$ cat config.mk
export PLATFORM = sky130hd
export DESIGN_NAME = serial_mag_comp
export DESIGN_NICKNAME = d
export VERILOG_FILES = /design/src/rtl/serial_mag_comp.sv
export SDC_FILE = /design/constraint.sdc
export NUM_CORES = 1
export LEC_CHECK = 0
export BUFFER_PORTS_ARGS = -buffer_cell sky130_fd_sc_hd__buf_2
export CORE_AREA = 3 3 54 56
export DETAILED_ROUTE_END_ITERATION = 7
export DIE_AREA = 0 0 57 59
export PLACE_DENSITY_LB_ADDON = 0.05
export RECOVER_POWER = 50
export REMOVE_ABC_BUFFERS = 1
export SETUP_SLACK_MARGIN = 0.5
export SYNTH_ARGS = -nofsm -noshare
export SYNTH_HDL_FRONTEND = slang
export SYNTH_SLANG_ARGS = --single-unit
$ cat constraint.sdc
create_clock -name clk -period 4.8 [get_ports clk]
set_input_delay 0.24 -clock clk [delete_from_list [all_inputs] [get_ports clk]]
set_output_delay 0.24 -clock clk [all_outputs]
set_load 0.05 [all_outputs]
$ cat src/rtl/serial_mag_comp.sv
// Bit-serial magnitude comparator. Walks two captured operands MSB-first, one bit pair per clock,
// latches the first non-equal decision and reports a one-hot registered result with a done pulse.
module serial_mag_comp #(
    parameter int WIDTH      = 8,
    parameter bit EARLY_EXIT = 1'b1
) (
    input  logic             clk,
    input  logic             rst_n,
    input  logic             start,
    input  logic [WIDTH-1:0] a,
    input  logic [WIDTH-1:0] b,
    output logic             busy,
    output logic             done,
    output logic             a_eq_b,
    output logic             a_gt_b,
    output logic             a_lt_b
);
    localparam int IW = $clog2(WIDTH);

    typedef enum logic [1:0] {IDLE, SHIFT, DONE} state_t;

    state_t           state;
    logic [WIDTH-1:0] a_r, b_r;
    logic [IW-1:0]    idx;
    logic             dec_gt, dec_lt;

    logic bit_gt, bit_lt, decided, new_gt, new_lt, finish, accept;

    // 1-bit comparator cell on the current bit pair; an earlier decision masks it.
    always_comb begin
        bit_gt  = a_r[idx] & ~b_r[idx];
        bit_lt  = ~a_r[idx] & b_r[idx];
        decided = dec_gt | dec_lt;
        new_gt  = dec_gt | (~decided & bit_gt);
        new_lt  = dec_lt | (~decided & bit_lt);
        finish  = (idx == '0) || (EARLY_EXIT && (bit_gt || bit_lt));
        accept  = start && (state != SHIFT);
    end

    always_ff @(posedge clk) begin
        if (!rst_n) begin
            state  <= IDLE;
            a_r    <= '0;
            b_r    <= '0;
            idx    <= '0;
            dec_gt <= 1'b0;
            dec_lt <= 1'b0;
            busy   <= 1'b0;
            done   <= 1'b0;
            a_eq_b <= 1'b0;
            a_gt_b <= 1'b0;
            a_lt_b <= 1'b0;
        end else begin
            case (state)
                IDLE, DONE: begin
                    done <= 1'b0;
                    if (accept) begin
                        a_r    <= a;
                        b_r    <= b;
                        idx    <= IW'(WIDTH - 1);
                        dec_gt <= 1'b0;
                        dec_lt <= 1'b0;
                        busy   <= 1'b1;
                        a_eq_b <= 1'b0;
                        a_gt_b <= 1'b0;
                        a_lt_b <= 1'b0;
                        state  <= SHIFT;
                    end else begin
                        state  <= IDLE;
                    end
                end
                SHIFT: begin
                    if (finish) begin
                        busy   <= 1'b0;
                        done   <= 1'b1;
                        a_gt_b <= new_gt;
                        a_lt_b <= new_lt;
                        a_eq_b <= ~(new_gt | new_lt);
                        state  <= DONE;
                    end else begin
                        idx    <= idx - 1'b1;
                        dec_gt <= new_gt;
                        dec_lt <= new_lt;
                    end
                end
                default: state <= IDLE;
            endcase
        end
    end
endmodule
==> flow_summary.json <==
{
  "setup_viol": 0,
  "crit_fanout": 6,
  "areaGrowthSynthToFinish_pct": 12.4,
  "layout-drive-gt1-share": 0.167,
  "grt_pass1_vias": 997,
  "met3_usage": 0.0436,
  "drc": 0,
  "worstMarginPinSlew_ps": 708,
  "wire_per_inst_um": 12.1,
  "fin_nets": 186,
  "core_area_um2": 2480,
  "rr_worst_depth": 6,
  "hold_violations": 0,
  "finalPower_mw": 0.524,
  "period_needed_ps": 2310,
  "drtIter0Drc": 23,
  "viasPerCell": 5.27,
  "cts_sinks": 28,
  "ys.flop_type": "dfxtp_1",
  "worstPathCellList": "mux4_2 -> mux2i_1 -> inv_1 -> ha_1 -> and3_1 -> o311a_1",
  "rrSetupSlack_ps": 2490,
  "cp_num_cells": 6,
  "ios": 24,
  "layout_commonest_cell": "nand2_1",
  "postCtsSetupBuffers": 0,
  "die_w_um": 57,
  "clock_latency_ps": 340,
  "synthCells": 143,
  "vias": 1012,
  "required_ps": 5030,
  "synth_area_um2": 1280,
  "status": "finished, final reports clean",
  "clock_path_buffers": 2,
  "drt_wl_total_um": 2320,
  "fp.dieH_um": 59,
  "grt_first_pass_wirelength_um": 4160,
  "cpMaxStageDelayCell": "mux4_2",
  "ctsHoldBuffers": 0,
  "finalSetupTns_ps": 0,
  "die_area_um2": 3360,
  "port_buffers": 23,
  "rsz0062_at_grt": "no",
  "drtAntennaViolNets": 0,
  "async_reset_ff_frac": 0,
  "regToRegEndpoint": "idx[1]",
  "antenna_cells": 0,
  "gp_congestion": 0.741,
  "clkSlewWorstSetupHoldPaths_ps": 160,
  "htree_levels": 1,
  "cp-endpoint": "idx[1]",
  "startpoint": "idx[0]",
  "total_switching_power_mw": 0.145,
  "rows": 18,
  "grt_usage": 0.156,
  "final_cell_mix": "37 x nand2_1, 28 x dfxtp_1, 18 x buf_2",
  "start_util": 0.517,
  "drv_cap": 0,
  "synth_edf_count": 0,
  "numCtsBuffers": 3,
  "p_clk_frac": 0.294,
  "fmax_mhz": 433,
  "seq_area_frac_synth": 0.438,
  "min_path_type": "input pin to flop",
  "cts_tree": "yes",
  "power.internal_mw": 0.379,
  "cpPeakStageDelay_ps": 540,
  "grt_overflow": 0,
  "critPathBufInv": 1,
  "power.density_nw_per_um2": 364,
  "dp_hpwl_um": 1630,
  "p_seq_frac": 0.506,
  "cts_resized": 0,
  "fillers": 244,
  "fin_crit_sh": 0.481,
  "worst_setup_path_start_kind": "flop",
  "root_buffer": "clkbuf_4",
  "grt_max_degree": 31,
  "fin_skew_ps": 18.7,
  "grt_use_met2": 0.269,
  "syn-mean-instance-area_um2": 8.95,
  "crit_family": "multiplexers",
  "maxSlewViolCount": 0,
  "antenna_found_initial": 0,
  "crit_type": "flop to flop",
  "firstDrtPassIters": 4,
  "critPathCaptureType": "flop",
  "worstPathArrival_ps": 2540,
  "relSlewSlack": 0.528,
  "synth_seq_cells": 28,
  "rr_startpoint": "idx[0]",
  "pwr-share-comb": 0.200,
  "grt.busiest_layer": "met2",
  "swShare": 0.276,
  "p_leak_nw": 0.585,
  "ir_drop_mv": 0.279,
  "ys_types": 28,
  "grtUsageMet1": 0.188,
  "yosys_warnings": 0
}
sequential cells by signal (all words and copies together) (netlist names):
register / count
dec_lt: 1
idx: 3
a_gt_b: 1
done: 1
a_r: 8
b_r: 8
state: 2
a_eq_b: 1
dec_gt: 1
a_lt_b: 1
busy: 1
stage by stage:
step | utilization | instances | worst slack [ps] | hold slack [ps] | instance area (um^2)
4_1_cts | 0.583 | 192 | 2470 | 108 | 1450
6_report | 0.581 | 192 | 2490 | 126 | 1440
3_3_place_gp | 0.562 | 188 | 2580 | 443 | 1390
5_1_grt | 0.581 | 192 | 2230 | 125 | 1440
3_5_place_dp | 0.562 | 188 | 2520 | 449 | 1390
2_1_floorplan | - | 134 | 2660 | 358 | 1230
final cells by class:
type                            count  area, um^2  share of cell area
Inverter                            6        22.5              0.0157
Timing Repair Buffer               24         116              0.0809
Multi-Input combinational cell    100         649               0.451
Sequential cell                    28         561               0.390
Clock buffer                        3        22.5              0.0157
Tap cell                           30        37.5              0.0261
Clock inverter                      1        30.0              0.0209
worst reg2reg max path, cell delays in order (launching register included):
cell and delay, ps:
dfxtp_1 530, mux4_2 540, mux2i_1 200, inv_1 70
ha_1 340, and3_1 230, o311a_1 300
cells in the mapped netlist, types with 4 or more instances:
cell type  number  area [um^2]
inv_1           6         22.5
a21boi_0        9         67.6
nand2_1        37          139
dfxtp_1        28          561
buf_2           5         25.0
a21boi_1        9         67.6
a21oi_1         4         20.0
nor2_1          4         15.0
ha_1            4         50.1
mux4_2          4         90.1
power groups by stage:
| stage | sequential, mW | combinational [mW] | clock, mW |
|---|---|---|---|
| 6_report | 0.265 | 0.105 | 0.154 |
| 3_3_place_gp | 0.271 | 0.103 | 0 |
| 2_1_floorplan | 0.277 | 0.0689 | 0 |
| 5_1_grt | 0.269 | 0.118 | 0.169 |
| 3_5_place_dp | 0.271 | 0.106 | 0 |
| 4_1_cts | 0.266 | 0.107 | 0.159 |
per-layer routing:
metal | vias to the layer above | wire (um)
met1 | 459 | 1090
met3 | 2 | 150
met4 | 0 | 19
met2 | 27 | 1070
met5 | - | 0
li1 | 524 | -
worst min path at each step:
stage	start	cells after the start	endpoint	slack [ps]
after CTS	a[4]	3	a_r[4]	110
after global placement	a_r[2]	2	a_r[2]	440
after global routing	a[6]	3	a_r[6]	120
final	a[6]	3	a_r[6]	130
after detailed placement	a_r[2]	2	a_r[2]	450
after floorplan	rst_n	1	dec_gt	360
cells by family (layout without fill, tap and decap cells):
logic type	after synthesis	after routing	synth area share
and+or+nand+nor	59	59	0.204
buffers and inverters	15	34	0.0547
AOI/OAI and AO/OA	30	30	0.170
adders and majority gates	4	4	0.0391
DFF	28	28	0.438
muxes	7	7	0.0938
Note: power is estimated with default switching activity, not from simulation.
